**src/rtl/aes_round_key_cache.sv**
```systemverilog
// AES-128 round key cache: sequences the key expander once per cipher key, captures all
// ROUNDS+1 round keys, then serves random-access reads with one-cycle latency.
module aes_round_key_cache #(
  parameter int KEY_W  = 128,
  parameter int ROUNDS = 10,
  parameter int IDX_W  = 4
) (
  input  logic             clk,
  input  logic             rst,
  input  logic [KEY_W-1:0] key_in,
  input  logic             key_valid,
  output logic             key_ready,
  output logic [KEY_W-1:0] exp_key,
  output logic             exp_warm_key,
  input  logic [KEY_W-1:0] exp_round_key,
  output logic             cache_ready,
  output logic             busy,
  input  logic             rd_en,
  input  logic [IDX_W-1:0] rd_idx,
  output logic [KEY_W-1:0] rd_key,
  output logic             rd_valid,
  output logic             rd_err
);

  localparam logic [IDX_W-1:0] LAST_IDX = IDX_W'(ROUNDS);

  typedef enum logic [1:0] {
    S_IDLE,
    S_LOAD,
    S_WARM,
    S_READY
  } state_t;

  state_t           r_state;
  state_t           w_state_nxt;
  logic [IDX_W-1:0] r_cnt;
  logic [KEY_W-1:0] r_slot [0:ROUNDS];
  logic [KEY_W-1:0] r_exp_key;
  logic [KEY_W-1:0] r_rd_key;
  logic             r_rd_valid;
  logic             r_rd_err;
  logic             w_accept;
  logic             w_rd_ok;

  assign key_ready    = (r_state == S_IDLE) || (r_state == S_READY);
  assign busy         = (r_state == S_LOAD) || (r_state == S_WARM);
  assign cache_ready  = (r_state == S_READY);
  assign exp_warm_key = (r_state == S_WARM) && (r_cnt < LAST_IDX);
  assign exp_key      = r_exp_key;
  assign rd_key       = r_rd_key;
  assign rd_valid     = r_rd_valid;
  assign rd_err       = r_rd_err;

  assign w_accept = key_valid && key_ready;
  // A read in the accept cycle still sees READY and the old slot 0.
  assign w_rd_ok  = rd_en && cache_ready && (rd_idx <= LAST_IDX);

  always_ff @(posedge clk or negedge rst) begin
    if (!rst) begin
      r_state <= S_IDLE;
    end else begin
      r_state <= w_state_nxt;
    end
  end

  always_comb begin
    w_state_nxt = r_state;
    case (r_state)
      S_IDLE:  if (w_accept) w_state_nxt = S_LOAD;
      S_LOAD:  w_state_nxt = S_WARM;
      S_WARM:  if (r_cnt == LAST_IDX) w_state_nxt = S_READY;
      S_READY: if (w_accept) w_state_nxt = S_LOAD;
      default: w_state_nxt = S_IDLE;
    endcase
  end

  always_ff @(posedge clk or negedge rst) begin
    if (!rst) begin
      r_cnt     <= '0;
      r_exp_key <= '0;
      for (int unsigned i = 0; i < ROUNDS + 1; i++) begin
        r_slot[i] <= '0;
      end
    end else begin
      if (w_accept) begin
        r_slot[0] <= key_in;
        r_exp_key <= key_in;
      end
      case (r_state)
        S_LOAD: r_cnt <= IDX_W'(1);
        S_WARM: begin
          r_slot[r_cnt] <= exp_round_key;
          r_cnt         <= (r_cnt == LAST_IDX) ? '0 : r_cnt + IDX_W'(1);
        end
        default: r_cnt <= '0;
      endcase
    end
  end

  always_ff @(posedge clk or negedge rst) begin
    if (!rst) begin
      r_rd_key   <= '0;
      r_rd_valid <= 1'b0;
      r_rd_err   <= 1'b0;
    end else begin
      r_rd_valid <= w_rd_ok;
      r_rd_err   <= rd_en && !w_rd_ok;
      if (w_rd_ok) begin
        r_rd_key <= r_slot[rd_idx];
      end
    end
  end

endmodule

```
**config.mk**
```make
export PLATFORM = sky130hd
export DESIGN_NAME = aes_round_key_cache
export DESIGN_NICKNAME = d
export VERILOG_FILES = /design/src/rtl/aes_round_key_cache.sv
export SDC_FILE = /design/constraint.sdc
export NUM_CORES = 2
export LEC_CHECK = 0
export CAP_MARGIN = 30
export CORE_UTILIZATION = 35
export CTS_CLUSTER_SIZE = 14
export DETAILED_ROUTE_END_ITERATION = 8
export GPL_ROUTABILITY_DRIVEN = 0
export GPL_TIMING_DRIVEN = 0
export PLACE_DENSITY = 0.52
export SYNTH_ARGS = -nofsm -noshare
export SYNTH_HDL_FRONTEND = slang
export SYNTH_SLANG_ARGS = --single-unit
```
**constraint.sdc**
```tcl
create_clock -name clk -period 2.9 [get_ports clk]
set_clock_uncertainty 0.1 [all_clocks]
set_input_delay 0.725 -clock clk [delete_from_list [all_inputs] [get_ports clk]]
set_output_delay 0.725 -clock clk [all_outputs]
set_load 0.01 [all_outputs]
```
==> impl_metrics.toml <==
[outcome]
status = "finished with violations"
violations = "negative hold slack"

[critical_path]
cpMaxStageDelayCell = "buf_1"
path_delay_family = "buffers and inverters"
worst-path-stages = 7
path_buf_inv = 3
slowest_delay_ns = 0.71
crit_start = "rd_idx[2]"
crit_type = "in2reg"
cp_cell_sequence = "buf_2 > buf_2 > buf_1 > mux4_2 > mux2i_1 > a2bb2oi_1 > a21oi_1"
crit_arrival_ns = 3.46
crit_top_cell = "buf_2"
timing.rr.start = "r_state[0]$_DFFE_PN0P_"
reg2regPathDepth = 7
required_ns = 3.50
cp_max_fo = 10
cp-end-kind = "flop"
start_kind = "input pin"

[layout]
multiInputGateArea_um2 = 31300
synthToLayoutAreaGrowth_pct = 22.2
design_area_um2 = 92400
nets = 6223
nFillCells = 19500
register_area_um2 = 41800
drive_gt1_frac = 0.364

[yosys]
avgSynthCellArea_um2 = 14.6
yosys.cell_count.top_type = "dfrtp_1"
ys_top_cells_by_count = "dfrtp_1, mux2_2, mux2i_1, clkbuf_1, mux4_2"
synth_warnings = 0
synth_seq_cells = 1672
netlist.area_leader.share = 0.553
synth-seq-area-share = 0.553
ys_types = 36
syn_area_um2 = 75600
synth_nets = 5448
synth_edf_count = 0
synth_top_area_cell = "dfrtp_1"
synth_ff_type = "dfrtp_1"
async_reset_ff_frac = 1.00
synth_area_leaders = "dfrtp_1, mux2_2, mux4_2, mux2i_1, mux2_4"
synthCells = 5181

[timing]
worstMarginPinSlew_ns = 0.990
setup_viol = 0
worst_slack_ns = 0.0423
fin_crit_ns = 2.86
rsz0062_at_grt = "yes"
max-slew-margin-rel = 0.340
fmax_mhz = 350
report.final.slew_viol_count = 0
hold_viol_final = 184
period_share = 0.985
holdWs_ns = -0.187

[die]
rows = 170
die_area_um2 = 218000
die_height_um = 467
die_w_um = 467
start_util = 0.352
io_pins = 526
coreArea_um2 = 215000

[global_routing]
grt_overflow = 0
grt_pass1_vias = 49100
antenna_found_initial = 22
grt_pass1_wl_um = 347000
grt_max_degree = 169
grt_use_total = 0.217

[place]
place_area_um2 = 85200
hpwl_um = 163000
numPortBuffers = 522
pre_cts_slack_ns = -1.49

[clocking]
cts_buffer_depth = 3
cts.sinks = 1672
insertion_delay_ns = 0.85
cts_tree = "built"
cts_max_level = 4
cts_buffers = 195
clk_pin_slew_worst_paths_ns = 0.06
cts-root-buf = "clkbuf_16"

[pwr]
ir_drop_v = 0.000619
power.density_nw_per_um2 = 839
p_leak_nw = 42.1

[route]
drtAntennaViolNets = 0
wl_per_cell_um = 26.4
routed_via_density = 5.18
firstDrtPassIters = 5
vias = 46400
drc_errors = 0
drt_iter0_markers = 2621
drt-total-wl_um = 236000

[flow_run]
drv_cap = 0

[worst_hold_path]
hp-class = "in2async"
[logic make-up after synthesis]
kind of cell    share of synthesized area
compound gates                     0.0424
xor+xnor                         0.000116
fa+ha+maj                        0.000496
buf+inv                            0.0333
flops                               0.553
mux                                 0.343
simple gates                       0.0276
[final timing paths]
kind,to,slack [ns]
min,async pin,-0.19
min in group clk,rd_err$_DFF_PN0_,0.16
max reg2reg,flop,0.10
min reg2reg,flop,0.39
max,rd_key[21]$_DFFE_PN0P_,0.04
max in group asynchronous,async pin,0.72
[power breakdown]
group / switching (mW) / internal, mW
clock network: 10.4 / 15.3
registers: 2.70 / 28.3
logic: 9.64 / 11.2
total: 22.7 / 54.8
[routing by layer]
metal  wire [um]  GRT usage  vias up
met5           0          0        -
met4        5090     0.0515        0
met3       10100     0.0337      265
met2      112000      0.349      982
met1      110000      0.307    24700
li1            -          -    20400
[cell usage in the layout, fill, tap and decap left out, types with 28 or more instances in the layout]
| cell | n |
|---|---|
| nor2_1 | 136 |
| mux2i_1 | 385 |
| buf_4 | 33 |
| buf_2 | 172 |
| nand2_1 | 135 |
| mux2_4 | 120 |
| nand3b_1 | 129 |
| mux2_2 | 1168 |
| clkbuf_8 | 47 |
| clkbuf_1 | 265 |
| a2bb2oi_1 | 127 |
| buf_6 | 35 |
| mux4_2 | 256 |
| clkbuf_16 | 200 |
| o21ai_0 | 225 |
| o21ai_2 | 28 |
| a21oi_1 | 132 |
| mux2_1 | 120 |
| clkbuf_2 | 35 |
| dfrtp_1 | 1671 |
| clkdlybuf4s50_1 | 515 |
| clkinv_2 | 40 |
[final cells by class]
class	count	share of cell area
plain buffers	507	0.0276
clock inverters	73	0.0106
flip-flops and latches	1672	0.453
inverters	7	0.000325
repair buffers	582	0.0692
well taps	2838	0.0384
clock buffers	286	0.0625
diodes	4	0.000108
multi-input cells	2991	0.339
[through the flow]
step	total power [mW]	util	cells	TNS, ns	hold WS, ns
6_report	77.5	0.431	8960	0	-0.187
2_1_floorplan	41.8	-	5181	0	0.329
3_3_place_gp	51.4	0.393	8541	-	0.372
4_1_cts	78.6	0.430	8949	-0.146	-0.235
3_5_place_dp	52.2	0.397	8578	-981.20	0.380
5_1_grt	81.4	0.431	8956	-0.00103	-0.140
[timing repair]
item	in CTS	in global routing
cloned	5	1
endpoints found under the hold margin	134	134
pin swaps	2	1
setup endpoints to repair	656	269
gates resized for setup	38	28
buffers inserted	10	1
No activity file was read; power rests on OpenSTA's default activity.
